--- config.mk ---
export PLATFORM = sky130hd
export DESIGN_NAME = td4_run_ctrl
export DESIGN_NICKNAME = d
export VERILOG_FILES = /design/src/rtl/td4_run_ctrl.sv
export SDC_FILE = /design/constraint.sdc
export NUM_CORES = 1
export LEC_CHECK = 0
export CORE_MARGIN = 4
export CORE_UTILIZATION = 53
export CTS_CLUSTER_DIAMETER = 40
export DETAILED_ROUTE_END_ITERATION = 8
export PLACE_DENSITY = 0.78
export SKIP_CTS_REPAIR_TIMING = 1
export SLEW_MARGIN = 20
export SYNTH_ARGS = -nofsm -noshare
export SYNTH_HDL_FRONTEND = slang
export SYNTH_SLANG_ARGS = --single-unit
export TNS_END_PERCENT = 20
--- constraint.sdc ---
create_clock -name i_clock -period 2.5 [get_ports i_clock]
set_clock_uncertainty 0.2 [all_clocks]
set_input_delay 0.375 -clock i_clock [delete_from_list [all_inputs] [get_ports i_clock]]
set_output_delay 0.375 -clock i_clock [all_outputs]
set_load 0.01 [all_outputs]
--- src/rtl/td4_run_ctrl.sv ---
// Run/halt/single-step sequencer and program loader for the TD4 core.
// Gates the core with one-cycle enables and streams a program image into its RAM.
module td4_run_ctrl #(
   parameter int unsigned CLK_DIV = 24'd12_000_000,
   parameter int unsigned DIV_W   = 24,
   parameter int unsigned ADDR_W  = 4
) (
   input  logic              i_clock,
   input  logic              i_reset,
   input  logic              i_cmd_run,
   input  logic              i_cmd_halt,
   input  logic              i_cmd_step,
   input  logic              i_cmd_load,
   input  logic              i_ld_valid,
   input  logic [7:0]        i_ld_data,
   output logic              o_ld_ready,
   output logic              o_prog_we,
   output logic [ADDR_W-1:0] o_prog_addr,
   output logic [7:0]        o_prog_wdata,
   output logic              o_core_en,
   output logic              o_core_rst,
   output logic [1:0]        o_state,
   output logic [15:0]       o_step_cnt
);

   typedef enum logic [1:0] {
      S_HALT = 2'b00,
      S_RUN  = 2'b01,
      S_STEP = 2'b10,
      S_LOAD = 2'b11
   } state_t;

   localparam logic [DIV_W-1:0]  DIV_MAX   = DIV_W'(CLK_DIV - 1);
   localparam logic [ADDR_W-1:0] ADDR_LAST = '1;

   state_t              r_state;
   logic [DIV_W-1:0]    r_div;
   logic [ADDR_W-1:0]   r_ld_addr;
   logic [ADDR_W-1:0]   r_prog_addr;
   logic [7:0]          r_prog_wdata;
   logic                r_prog_we;
   logic                r_core_rst;
   logic [15:0]         r_step_cnt;

   state_t              w_nxt;
   logic                w_core_en;
   logic                w_hs;
   logic                w_ld_done;

   always_comb begin
      w_nxt     = r_state;
      w_core_en = 1'b0;
      w_hs      = 1'b0;
      w_ld_done = 1'b0;
      case (r_state)
         S_HALT: begin
            if (i_cmd_load)      w_nxt = S_LOAD;
            else if (i_cmd_halt) w_nxt = S_HALT;
            else if (i_cmd_step) w_nxt = S_STEP;
            else if (i_cmd_run)  w_nxt = S_RUN;
         end
         S_STEP: begin
            // A load request pre-empts the pending step entirely.
            w_core_en = !i_cmd_load;
            w_nxt     = i_cmd_load ? S_LOAD : S_HALT;
         end
         S_RUN: begin
            if (i_cmd_load)      w_nxt = S_LOAD;
            else if (i_cmd_halt) w_nxt = S_HALT;
            else                 w_core_en = (r_div == DIV_MAX);
         end
         S_LOAD: begin
            // An abort in the same cycle drops the offered byte.
            w_hs = i_ld_valid && !i_cmd_halt;
            if (i_cmd_halt) begin
               w_nxt = S_HALT;
            end else if (w_hs && (r_ld_addr == ADDR_LAST)) begin
               w_nxt     = S_HALT;
               w_ld_done = 1'b1;
            end
         end
         default: w_nxt = S_HALT;
      endcase
   end

   always_ff @(posedge i_clock or posedge i_reset) begin
      if (i_reset) begin
         r_state      <= S_HALT;
         r_div        <= '0;
         r_ld_addr    <= '0;
         r_prog_addr  <= '0;
         r_prog_wdata <= '0;
         r_prog_we    <= 1'b0;
         r_core_rst   <= 1'b1;
         r_step_cnt   <= '0;
      end else begin
         r_state    <= w_nxt;
         // Core reset covers the whole load plus the cycle after leaving it.
         r_core_rst <= (r_state == S_LOAD) || (w_nxt == S_LOAD);
         r_div      <= (r_state == S_RUN && w_nxt == S_RUN && r_div != DIV_MAX)
                       ? r_div + 1'b1 : '0;
         r_prog_we  <= w_hs;
         if (w_hs) begin
            r_prog_addr  <= r_ld_addr;
            r_prog_wdata <= i_ld_data;
            r_ld_addr    <= r_ld_addr + 1'b1;
         end
         if (r_state == S_LOAD && w_nxt == S_HALT) r_ld_addr <= '0;
         if (w_ld_done)      r_step_cnt <= '0;
         else if (w_core_en) r_step_cnt <= r_step_cnt + 1'b1;
      end
   end

   assign o_ld_ready   = (r_state == S_LOAD);
   assign o_prog_we    = r_prog_we;
   assign o_prog_addr  = r_prog_addr;
   assign o_prog_wdata = r_prog_wdata;
   assign o_core_en    = w_core_en;
   assign o_core_rst   = r_core_rst;
   assign o_state      = r_state;
   assign o_step_cnt   = r_step_cnt;

endmodule
# --- Word level (Yosys, flattened, before mapping) ---
# Cells that the tools add are included.
totals:
  reg_bits: 60
  input_bits: 15
classes:
  muxes: 22
  n_eq_ne: 8
  reduce_logical: 12
  add_sub_neg: 3
op_table:
  columns: ["cell", "count"]
  rows:
  - ["two-way mux 16 bit", 2]
  - ["adder 24 x 1 -> 24 bit, second input constant", 1]
  - ["== test 24 bit, second input constant", 1]
  - ["two-way mux 24 bit", 1]
  - ["inequality test 24 bit, second input constant", 1]
  - ["two-way mux 2 bit", 9]
  - ["adder 16 x 1 -> 16 bit, second input constant", 1]
  - ["two-way mux 4 bit", 2]
  - ["case mux 2 bit (4 select lines)", 1]
  - ["== test 2 bit, second input constant", 3]
  - ["two-way mux 1 bit", 6]
  - ["logical AND 1 bit", 5]
  - ["adder 4 x 1 -> 4 bit, second input constant", 1]
  - ["== test 2 x 1 -> 1 bit, second input constant", 2]
  - ["== test 4 bit, second input constant", 1]
  - ["zero test 2 bit", 2]
  - ["nonzero test 2 bit", 2]
  - ["zero test 1 bit", 2]
  - ["case mux 1 bit (2 select lines)", 1]
  - ["logical OR 1 bit", 1]

# --- Depth between registers and ports, before layout ---
depth:
  word_depth: 10
  mapped_depth: 8
  depth_no_buf: 7

# --- Worst setup path before layout ---
# OpenSTA, ideal clock, no wires.
synth_timing:
  path_type: "register to output"
  startpoint: "register r_state[0], in the netlist o_state[0]"
  endpoint: "output o_core_en"
  n_path_buf: 1
  setup_slack_ns: 0.287
  arrival_ns: 1.638
  required_ns: 1.925
  path_stages_with_launch: 7
  cell_sequence: "dfrtp_1 > inv_1 > ha_1 > and4bb_2 > a31oi_4 > clkbuf_1 > inv_1"
synth_between:
  elab_chain_cells: 2
synth_lines:
  columns: ["item", "line", "text"]
  rows:
  - ["start, declared", "36", "state_t r_state;"]
  - ["start signal, assigned", "97", "r_state <= w_nxt;"]
  - ["== test 2 x 1 -> 1 bit or == test 2 bit (tied branches)", "55", "case (r_state)"]
  - ["case mux 1 bit (2 select lines) *", "55", null]
  - ["end, declared", "20", "output logic o_core_en,"]
# Mark *: on every way between the ends. The rest lies on a longest branch, timed or not.

# --- Worst setup path after layout ---
layout_timing:
  startpoint: "register r_state[0], in the netlist o_state[0]"
  endpoint: "register r_step_cnt[7], in the netlist o_step_cnt[7]"
layout_between:
  elab_chain_cells: 3
layout_lines:
  columns: ["item", "line", "text"]
  rows:
  - ["== test 2 x 1 -> 1 bit or == test 2 bit (tied branches)", "55", null]
  - ["case mux 1 bit (2 select lines) or two-way mux 1 bit (tied branches)", "55", null]
  - ["nonzero test 2 bit (no source line) or two-way mux 16 bit (tied branches)", null, null]
  - ["end signal, assigned", "110", "else if (w_core_en) r_step_cnt <= r_step_cnt + 1'b1;"]
  - ["end, declared", "43", "logic [15:0] r_step_cnt;"]
# Several ways; a longest one is shown, not always the timed one.
# A chain may end at the register's enable or synchronous reset.

==> impl_metrics.yaml <==
run_status:
  outcome: "finished clean"
setup_path:
  crit_path_start: "o_state[0]"
  slowest_delay_ns: 0.55
  ff2ff_path_depth: 7
  setup.worst_path.end_class: "flop"
  critPathSlowestCell: "or4_1"
  timing.rr.start: "o_state[0]"
  cp_max_fo: 29
  critPathKind: "reg -> reg"
  worstSetupEndpoint: "o_step_cnt[7]"
  r2r_slack_ns: 0.12
  cp_data_required_time_ns: 2.55
  r2r-end: "o_step_cnt[7]"
  start_kind: "flop"
  arrival_ns: 2.43
  crit_chain: "inv_1 -> ha_1 -> and4bb_2 -> a31oi_4 -> buf_4 -> or4_1 -> a21oi_1"
timing:
  min_period_ns: 2.38
  max_freq_ghz: 0.420
  worst_pin_slew_ns: 0.465
  slew_headroom_pct: 69.0
  setup_violations: 0
  hold_viol: 0
  setup_slack_ns: 0.122
  period_share_pct: 95.1
  maxSlewViolCount: 0
  rsz0062_at_grt: "false"
power_and_ir_drop:
  p_leak_nw: 1.55
  switching_share_pct: 30.1
  p_seq_share_pct: 40.5
  cellPowerDensity_nw_per_um2: 815
  ir_drop_v: 0.000537
  p_switching_mw: 0.935
  power.internal_mw: 2.18
  power_mw: 3.11
  clkPwrFrac_pct: 28.0
  p_comb_share_pct: 31.5
floorplan:
  die_x_um: 83.1
  core.rowCount: 27
  die_area_sq_um: 6900
  floorplan.initialDensity_pct: 54.6
  io_pins: 49
  core-area_sq_um: 5470
  die_h_um: 83.1
grt:
  grt_use_met1_pct: 23.6
  top_usage_layer: "met2"
  overflow: 0
  grt_pass1_vias: 2310
  grt_pass1_wl_um: 10500
  antenna_found_initial: 0
  use_met2_pct: 31.1
  grtUsageTotal_pct: 18.7
  grt_max_degree: 37
  use_met3_pct: 4.66
synth:
  ys.flop_type: "dfrtp_1"
  syn-num-nets: 313
  synth_cells: 291
  synth-seq-cells: 60
  ys_warn_count: 0
  yosysSeqAreaShare_pct: 50.3
  synth.distinct_cells: 42
  async_flop_share_pct: 100
  syn-cell-area_sq_um: 2990
  syn_avg_cell_area_sq_um: 10.3
  synth_edf_count: 0
cts:
  worstSkewPairLatency_ns: 0.33
  cts-buffers-inserted: 9
  h-tree-depth: 3
  root_buffer: "clkbuf_8"
  cts.clk_slew.worst_paths_ns: 0.07
  clockBufferDepth: 2
  cts_tree: "built"
  clock-sinks: 60
cells_and_area:
  final_common_cell: "dfrtp_1"
  fillerInstances: 425
  final_cells: 429
  nNetsFinal: 374
  antenna_cells: 0
  multiInputGateArea_sq_um: 1400
  seq_area_sq_um: 1500
  syn2layout_area_growth_pct: 27.8
  drive_gt1_share_pct: 12.9
  layout_common_cells: "59 x dfrtp_1, 47 x clkdlybuf4s50_1, 35 x nor2_1, 22 x nand3_1, 17 x nand2_1"
job:
  drv_cap: 0
placement:
  dp_cells: 413
  dp_hpwl_um: 4440
  place_ws_ns: -0.0741
  io_buffers: 48
  routabilityCongestion: 0.794
route:
  drt-wirelength-per-cell_um: 14.3
  ant_nets: 0
  via_count: 2373
  drtIter0Drc: 105
  firstDrtPassIters: 4
  drt_wl_total_um: 6140
  drc_errors: 0
  viasPerCell: 5.53
worst_hold_path:
  holdCritPathClass: "in -> async"
[cells in the mapped netlist (2+ instances only)]
| library cell | number | area, sq um |
|---|---|---|
| nand2_1 | 17 | 63.8 |
| o31ai_1 | 6 | 45.0 |
| nor3_1 | 7 | 35.0 |
| o21ai_0 | 9 | 45.0 |
| nor4_1 | 3 | 18.8 |
| and3_1 | 2 | 12.5 |
| dfrtp_1 | 59 | 1480 |
| and4bb_2 | 2 | 25.0 |
| nor2_1 | 35 | 131 |
| nand4_1 | 7 | 43.8 |
| ha_1 | 7 | 87.6 |
| nor2b_1 | 5 | 31.3 |
| or4_1 | 7 | 52.6 |
| and4_1 | 6 | 52.6 |
| xor2_1 | 10 | 87.6 |
| a21oi_1 | 14 | 70.1 |
| clkbuf_1 | 5 | 18.8 |
| xnor2_1 | 16 | 140 |
| a32oi_1 | 2 | 17.5 |
| or3_1 | 7 | 43.8 |
| nand3_1 | 22 | 110 |
| buf_1 | 2 | 7.51 |
| and3b_1 | 2 | 17.5 |
| inv_1 | 10 | 37.5 |
| mux2_2 | 12 | 135 |
[worst min path at each step]
| stage | end | slack [ns] | depth (start not counted) |
|---|---|---|---|
| after floorplan | r_div[0] | 0.28 | 1 |
| after global placement | o_prog_wdata[7] | 0.29 | 1 |
| after detailed placement | o_prog_wdata[6] | 0.30 | 1 |
| after CTS | o_step_cnt[6] | 0.21 | 3 |
| after global routing | o_step_cnt[2] | 0.24 | 3 |
| final | o_step_cnt[4] | 0.21 | 3 |
[layout make-up]
class | instances | area share [%]
Clock buffer | 12 | 4.07
Inverter | 10 | 0.984
Multi-Input combinational cell | 212 | 36.8
Sequential cell | 60 | 39.4
Clock inverter | 4 | 1.28
Timing Repair Buffer | 59 | 15.1
Tap cell | 72 | 2.36
[kinds of logic (layout without fill, tap and decap cells)]
kind of cell / Yosys count / count (layout) / share of synthesized area [%]
buffers and inverters: 19 / 85 / 2.68
xor gates and xnor gates: 26 / 26 / 7.62
adders and majority gates: 7 / 7 / 2.93
DFF: 60 / 60 / 50.3
AOI/OAI and AO/OA: 37 / 37 / 7.96
and+or+nand+nor: 129 / 129 / 23.6
muxes: 13 / 13 / 4.86
[worst max-delay path, delay by kind of cell, from the launching register on]
family / cells / cell delay [ns]
DFF: 1 / 0.37
and+or+nand+nor: 2 / 0.82
AOI/OAI and AO/OA: 2 / 0.30
adders and majority gates: 1 / 0.30
buffers and inverters: 2 / 0.31
[routing by layer]
| metal | up-vias | share of wire [%] | wire (um) |
|---|---|---|---|
| li1 | 1163 | - | - |
| met1 | 1154 | 44 | 2730 |
| met2 | 48 | 50 | 3050 |
| met3 | 8 | 4.2 | 255 |
| met4 | 0 | 1.7 | 104 |
| met5 | - | 0 | 0 |
[per-stage QoR]
step	instance area [sq um]	utilization (%)	setup TNS [ns]	hold WS [ns]
floorplan	2990	-	0	0.276
global placement	3610	66.0	-0.0403	0.287
detailed placement	3610	66.0	-0.413	0.296
CTS	3810	69.7	-0.200	0.213
global route	3820	69.7	0	0.241
finish	3820	69.7	0	0.210
[registers in the layout, summed over array words and instances, names as in the netlist]
signal,flops
o_step_cnt,16
r_ld_addr,4
o_prog_wdata,8
o_core_rst,1
o_state,2
o_prog_addr,4
o_prog_we,1
r_div,24
[power by group through the flow]
stage	registers (mW)	logic (mW)	clock network (mW)
after global routing	1.29	1.06	0.948
after global placement	1.27	0.958	0
after CTS	1.26	0.989	0.896
after floorplan	1.34	0.430	0
final	1.26	0.978	0.871
after detailed placement	1.28	0.985	0
(Power assumes the default switching activity.)
